===== src/rtl/tick_sup_pkg.sv =====
// Shared types and default window bounds for the tick supervisor.
// Window bounds are inclusive interval lengths in clock cycles.
package tick_sup_pkg;

    typedef enum logic [1:0] {
        ST_IDLE,
        ST_ACQ,
        ST_LOCKED,
        ST_FAULT
    } tick_sup_state_e;

    localparam int PERIOD_DEF = 15001;
    localparam int TOL_DEF    = 2;
    localparam int WIN_LO     = PERIOD_DEF - TOL_DEF;
    localparam int WIN_HI     = PERIOD_DEF + TOL_DEF;

endpackage


===== src/rtl/tick_interval_ctr.sv =====
// Cycles-since-last-tick counter with window classification.
// Saturates at the window top so the timeout stays asserted.
module tick_interval_ctr
    import tick_sup_pkg::*;
#(
    parameter int CBITS = 15,
    parameter int WLO   = WIN_LO,
    parameter int WHI   = WIN_HI
) (
    input  logic           clk,
    input  logic           rst,
    input  logic           tick_in,
    output logic [CBITS:0] interval,
    output logic           good,
    output logic           timeout
);

    logic [CBITS-1:0] ival_q;
    logic [CBITS-1:0] ival_d;
    logic             at_top;

    always_comb begin
        at_top   = (ival_q == CBITS'(WHI));
        interval = {1'b0, ival_q} + 1'b1;
        good     = (interval >= (CBITS+1)'(WLO)) &&
                   (interval <= (CBITS+1)'(WHI));
        timeout  = !tick_in && at_top;
        ival_d   = ival_q;
        if (tick_in) begin
            ival_d = '0;
        end else if (!at_top) begin
            ival_d = ival_q + 1'b1;
        end
    end

    always_ff @(posedge clk) begin
        if (rst) begin
            ival_q <= '0;
        end else begin
            ival_q <= ival_d;
        end
    end

    always_ff @(posedge clk) begin
        if (!rst) begin
            assert (ival_q <= CBITS'(WHI))
            else $error("ival above window top");
        end
    end

endmodule


===== src/rtl/tick_supervisor.sv =====
// Tick spacing supervisor: acquires lock on a run of in-window
// intervals and latches a fault on a bad or missing tick once locked.
module tick_supervisor
    import tick_sup_pkg::*;
#(
    parameter int PERIOD   = PERIOD_DEF,
    parameter int TOL      = TOL_DEF,
    parameter int LOCK_CNT = 4,
    parameter int CBITS    = 15,
    parameter int TCBITS   = 16
) (
    input  logic              clk,
    input  logic              rst,
    input  logic              tick_in,
    output logic              locked,
    output logic              fault,
    output logic              miss,
    output logic [TCBITS-1:0] tick_cnt
);

    localparam int GBITS = $clog2(LOCK_CNT + 1);

    logic [CBITS:0]    interval;
    logic              good;
    logic              timeout;

    tick_sup_state_e   state_q, state_d;
    logic [GBITS-1:0]  good_cnt_q, good_cnt_d;
    logic [TCBITS-1:0] tick_cnt_q, tick_cnt_d;
    logic              locked_q, locked_d;
    logic              fault_q, fault_d;
    logic              miss_q, miss_d;

    tick_interval_ctr #(
        .CBITS(CBITS),
        .WLO  (PERIOD - TOL),
        .WHI  (PERIOD + TOL)
    ) u_ctr (
        .clk     (clk),
        .rst     (rst),
        .tick_in (tick_in),
        .interval(interval),
        .good    (good),
        .timeout (timeout)
    );

    always_comb begin
        state_d    = state_q;
        good_cnt_d = good_cnt_q;
        tick_cnt_d = tick_cnt_q;
        miss_d     = 1'b0;

        if (tick_in && tick_cnt_q != '1) begin
            tick_cnt_d = tick_cnt_q + 1'b1;
        end

        unique case (state_q)
            ST_IDLE: begin
                // interval measured from reset or a dropout is meaningless
                if (tick_in) begin
                    state_d    = ST_ACQ;
                    good_cnt_d = '0;
                end
            end
            ST_ACQ: begin
                if (tick_in && good) begin
                    good_cnt_d = good_cnt_q + 1'b1;
                    if (good_cnt_d == GBITS'(LOCK_CNT)) begin
                        state_d = ST_LOCKED;
                    end
                end else if (tick_in) begin
                    good_cnt_d = '0;
                end else if (timeout) begin
                    state_d    = ST_IDLE;
                    good_cnt_d = '0;
                    miss_d     = 1'b1;
                end
            end
            ST_LOCKED: begin
                if (tick_in && !good) begin
                    state_d = ST_FAULT;
                end else if (timeout) begin
                    state_d = ST_FAULT;
                    miss_d  = 1'b1;
                end
            end
            ST_FAULT: begin
                state_d = ST_FAULT;
            end
            default: begin
                state_d = ST_IDLE;
            end
        endcase

        locked_d = (state_d == ST_LOCKED);
        fault_d  = (state_d == ST_FAULT);
    end

    always_ff @(posedge clk) begin
        if (rst) begin
            state_q    <= ST_IDLE;
            good_cnt_q <= '0;
            tick_cnt_q <= '0;
            locked_q   <= 1'b0;
            fault_q    <= 1'b0;
            miss_q     <= 1'b0;
        end else begin
            state_q    <= state_d;
            good_cnt_q <= good_cnt_d;
            tick_cnt_q <= tick_cnt_d;
            locked_q   <= locked_d;
            fault_q    <= fault_d;
            miss_q     <= miss_d;
        end
    end

    assign locked   = locked_q;
    assign fault    = fault_q;
    assign miss     = miss_q;
    assign tick_cnt = tick_cnt_q;

    a_fault_not_locked: assert property (
        @(posedge clk) fault_q |-> !locked_q
    ) else $error("fault and locked together");

    a_miss_single: assert property (
        @(posedge clk) disable iff (rst) miss_q |=> !miss_q
    ) else $error("miss held two cycles");

    a_interval_range: assert property (
        @(posedge clk) disable iff (rst)
        interval <= (CBITS+1)'(PERIOD + TOL + 1)
    ) else $error("interval out of range");

`ifdef FORMAL
    p_live: assert property (
        (always s_eventually rst) or (s_eventually always locked)
    );
`endif

endmodule


===== config.mk =====
export PLATFORM = sky130hd
export DESIGN_NAME = tick_supervisor
export DESIGN_NICKNAME = d
export VERILOG_FILES = /design/src/rtl/tick_sup_pkg.sv /design/src/rtl/tick_interval_ctr.sv /design/src/rtl/tick_supervisor.sv
export SDC_FILE = /design/constraint.sdc
export NUM_CORES = 1
export LEC_CHECK = 0
export ABC_AREA = 1
export CORE_MARGIN = 3
export CORE_UTILIZATION = 60
export CTS_CLUSTER_SIZE = 25
export DETAILED_ROUTE_END_ITERATION = 16
export DONT_BUFFER_PORTS = 1
export PLACE_DENSITY = 0.76
export SYNTH_ARGS = -nofsm -noshare
export SYNTH_HDL_FRONTEND = slang
export SYNTH_SLANG_ARGS = --single-unit

===== constraint.sdc =====
create_clock -name clk -period 4.45 [get_ports clk]
set_input_delay 0.2225 -clock clk [delete_from_list [all_inputs] [get_ports clk]]
set_output_delay 0.2225 -clock clk [all_outputs]
set_load 0.02 [all_outputs]

Word-level counts from Yosys, hierarchy flattened
Index checks and enable logic that the tools add are counted.
{"block": "totals", "reg_bits": 39, "input_bits": 3, "out_inout_bits": 19, "word_cells": 52}
{"block": "classes", "n_addsub": 4, "order_cmp": 2, "n_eq_ne": 10, "muxes": 18, "n_reduce_logical": 11}
{"operator": "adder 15 x 1 -> 16 bit (second input constant)", "count": 1}
{"operator": "adder 16 x 1 -> 16 bit (second input constant)", "count": 1}
{"operator": "greater-or-equal comparator 16 x 14 -> 1 bit (second input constant)", "count": 1}
{"operator": "less-or-equal comparator 16 x 14 -> 1 bit (second input constant)", "count": 1}
{"operator": "!= test 16 bit (second input constant)", "count": 1}
{"operator": "adder 15 x 1 -> 15 bit (second input constant)", "count": 1}
{"operator": "== test 15 x 14 -> 1 bit (second input constant)", "count": 1}
{"operator": "2-to-1 mux 2 bit", "count": 7}
{"operator": "2-to-1 mux 3 bit", "count": 4}
{"operator": "== test 2 bit (second input constant)", "count": 4}
{"operator": "one-hot mux 2 bit (4 select lines)", "count": 1}
{"operator": "one-hot mux 3 bit (2 select lines)", "count": 1}
{"operator": "logical AND 1 bit", "count": 5}
{"operator": "2-to-1 mux 1 bit", "count": 4}
{"operator": "!= test 4 bit (second input constant)", "count": 1}
{"operator": "adder 3 x 1 -> 3 bit (second input constant)", "count": 1}
{"operator": "== test 3 bit (second input constant)", "count": 1}
{"operator": "AND reduction 3 bit", "count": 1}
{"operator": "== test 2 x 1 -> 1 bit (second input constant)", "count": 1}
{"operator": "zero test 1 bit", "count": 2}
{"operator": "zero test 2 bit", "count": 1}
{"operator": "!= test 2 bit (second input constant)", "count": 1}
{"operator": "one-hot mux 1 bit (2 select lines)", "count": 1}
{"operator": "nonzero test 2 bit", "count": 1}
{"operator": "OR reduction 2 bit", "count": 1}

Longest topological paths before layout
{"block": "depth", "depth_word": 8, "ltp_mapped": 16, "ltp_nobuf": 16}

Modules after synthesis
From an unflattened synthesis, not the netlist that was laid out.
{"block": "hier_totals", "cells_unflattened": 389, "hier_area_um2": 2498.6}
{"module": "tick_supervisor", "instances": 1, "cells_each": 215, "area_each_um2": 1437.6, "seq_area_each_um2": 480.5}
{"module": "tick_interval_ctr", "instances": 1, "cells_each": 174, "area_each_um2": 1061.0, "seq_area_each_um2": 300.3}

Worst setup path after synthesis
OpenSTA, ideal clock, no wires.
{"block": "synth_timing", "kind": "register to register", "start": "register tick_cnt_q[0] (netlist: tick_cnt[0])", "end": "register tick_cnt_q[13] (netlist: tick_cnt[13])", "setup_ns": 0.115, "arrival_time_ns": 1.806, "required_ns": 4.335, "slack_ns": 2.529, "path_stages_with_launch": 12, "path_cell_list": "dfxtp_1 ha_1 nand3_1 nor2_1 a31oi_2 nand3_1 nor2_1 nand3_1 nor2_1 nand3_1 nand2_1 nor2_1"}
{"block": "synth_between", "elab_chain_len": 2, "elab_cells_between_ends": 3}
{"item": "start, declared", "line": "tick_supervisor.sv:29", "source": "logic [TCBITS-1:0] tick_cnt_q, tick_cnt_d;"}
{"item": "start signal, assigned", "line": "tick_supervisor.sv:110", "source": "tick_cnt_q <= tick_cnt_d;"}
{"item": "branches (longest 2 deep; another with adder 16 x 1 -> 16 bit)"}
Several ways; the timed one is not identified.
A chain may end at the register's enable or synchronous reset.

Final worst setup path
Ends and elaborated chain as after synthesis.

==> results.tsv <==
metric	value	unit
Synth Flop Type	dfxtp_1	
Clk network pwr share	32.9	%
# DRC	0	
Post-synth EDFFs	0	
Max Cap Viol	0	
Max clock buf depth	2	
Yosys warning count	0	
sw frac	30.2	%
H-tree depth	2	
number of CTS-inserted buffers	5	
Post-Syn Area	2190	µm²
GPL Wtd Cong	0.896	
final antenna-violating net count	0	
post-cts resize count	0	
1st-iter DRT viols	182	
largest net degree at the start of global routing	14	
post-synthesis sequential area ratio	35.6	%
Static Leak	0.864	nW
startpoint types	register	
Initial Utilization	64.1	%
CP arrival	2.58	ns
CP required	4.71	ns
Final Critical Period	2.32	ns
M1 GR Usage	28.6	%
number of synthesized register bits	39	
die area	4410	µm²
Slew @ Worst Pin	0.479	ns
Logic pwr share	16.6	%
WL per Instance	12.7	µm
Int Power	0.000545	W
Max Clk Rate	431	MHz
synthesized instance count	319	
pre-CTS setup slack	2.16	ns
initial antenna violation count	0	
die height	66.4	µm
clk slew on worst S/H paths	0.13	ns
dpl cells	361	
status	completed	
Slew headroom	67.8	%
CP Capture Type	register	
gr usage total	23.6	%
final hold vios	0	
via count	2021	
Core Box Area	3420	µm²
clk sinks	39	
first-pass GRT wire length	7.98	mm
commonest non-fill, non-tap cell in the layout	nand2_1	
CP Class	register to register	
Crit Path Max Fanout	5	
DP HPWL	3.49	mm
Final setup viols	0	
share of cells above drive strength 1	9.26	%
drt pass-1 iters	4	
I/O pins	22	
PortBufs	0	
Worst Hold Class	input pin to register	
GR Util met2	39.2	%
routed wire length	4.71	mm
syn_area_per_cell	6.87	µm²
Final period util	52.2	%
CTS root buf	clkbuf_4	
Yosys cell types	31	
worst skew pair latency	0.36	ns
via/cell ratio	5.46	
grt ovf	0	
ANT cells	0	
Fill cells	315	
Net Switching	0.000235	W
worst vdd ir	151	µV
clk_skew	0.0117	ns
Setup Buffers After CTS	0	
grt met3 use	6.29	%
Rows	21	
async set-reset flop share out of synthesis	0	%
layout overhead on the synthesized area	6.17	%
CTS tree	yes	
Layout Cells excl Fill	370	
die span in x	66.4	µm
final setup margin	2.13	ns
vias in the first global route	1864	
setup TNS	0	ns
syn_nets	331	
Layout Nets	335	
PD cells	336	nW/µm²
unrepaired setup endpoints after global routing	no	
Slew Limit Fails	0	
busiest grt layer	met2	
most frequent cells in the layout	nand2_1 (71), inv_1 (43), dfxtp_1 (39), nor2_1 (34), a21oi_1 (22)	
sequential power share	50.5	%
per-stage QoR:
| step | hold WS [ns] | instance area, µm² | util [%] | power, W |
|---|---|---|---|---|
| floorplan | 0.399 | 2190 | - | 0.000504 |
| global placement | 0.293 | 2230 | 65.3 | 0.000528 |
| detailed placement | 0.296 | 2230 | 65.3 | 0.000529 |
| CTS | 0.0502 | 2330 | 68.1 | 0.000787 |
| global route | 0.0707 | 2330 | 68.1 | 0.000829 |
| finish | 0.0566 | 2330 | 68.1 | 0.000781 |
layer usage:
layer,up-vias,wire length (µm)
met2,55,2290
met4,0,36
met1,912,2100
met5,-,0
met3,6,280
li1,1048,-
registers in the layout, summed over array words and instances (netlist names):
name / flops
locked: 1
good_cnt_q: 3
fault: 1
miss: 1
u_ctr.ival_q: 15
tick_cnt: 16
state_q: 2
cell families (layout without fill, tap and decap cells):
kind of cell             after synthesis  in the layout  share of synthesized area [%]
flip-flops                            39             39                           35.6
XOR/XNOR                               4              4                           1.60
AO/OA/AOI/OAI                         45             45                           11.0
adder cells (fa/ha/maj)                9              9                           5.14
AND/OR/NAND/NOR                      174            174                           38.3
buffers and inverters                 48             53                           8.39
Yosys cell counts (5+ instances only):
cell type  number  area share [%]
dfxtp_1        39              36
o21ai_0        15             3.4
nor3_1         10             2.3
nor2_2          5             1.4
nand2_2         5             1.4
nor4_1          6             1.7
nand2_1        71              12
nor2_4          5             2.6
nor2_1         34             5.8
nand4_1         9             2.6
inv_1          43             7.4
a21oi_1        22             5.0
ha_1            9             5.1
nand3_1        20             4.6
power groups by stage:
| stage | Combinational, W | Sequential [W] | Clock, W |
|---|---|---|---|
| detailed placement | 0.000127 | 0.000402 | 0 |
| floorplan | 0.000106 | 0.000398 | 0 |
| finish | 0.000130 | 0.000394 | 0.000257 |
| global placement | 0.000126 | 0.000402 | 0 |
| CTS | 0.000130 | 0.000395 | 0.000263 |
| global route | 0.000155 | 0.000397 | 0.000277 |
area by class of cell:
cell class                      count  area, µm²  share of cell area, %
Clock buffer                        6       51.3                   2.21
Clock inverter                      2       35.0                   1.51
Inverter                           44        165                   7.10
Multi-Input combinational cell    232       1230                   52.7
Tap cell                           46       57.6                   2.47
Sequential cell                    39        781                   33.6
Timing Repair Buffer                1       10.0                  0.430
critical path, cell delays in order (launching register included):
cell and delay (ns):
dfxtp_1 0.42, ha_1 0.27, nand3_1 0.14, nor2_1 0.08, a31oi_2 0.25, nand3_1 0.24, nor2_1 0.30, nand3_1 0.17
nor2_1 0.16, nand3_1 0.08, nand2_1 0.08, nor2_1 0.04
path summary, 6_finish.rpt:
kind | start | end | slack, ns | depth (start not counted)
max | tick_cnt[0]$_SDFFE_PP0P_ | tick_cnt[13]$_SDFFE_PP0P_ | 2.13 | 11
min | rst | u_ctr.ival_q[0]$_SDFFE_PP0P_ | 0.06 | 3
max reg2reg | tick_cnt[0]$_SDFFE_PP0P_ | tick_cnt[13]$_SDFFE_PP0P_ | 2.13 | 11
min reg2reg | good_cnt_q[1]$_SDFFE_PP0P_ | good_cnt_q[1]$_SDFFE_PP0P_ | 0.50 | 2
repair_timing:
item	in CTS	in global routing
hold buffers	1	0
setup endpoints to repair	0	0
hold endpoints to repair	8	0
No activity file was read; power rests on OpenSTA's default activity.
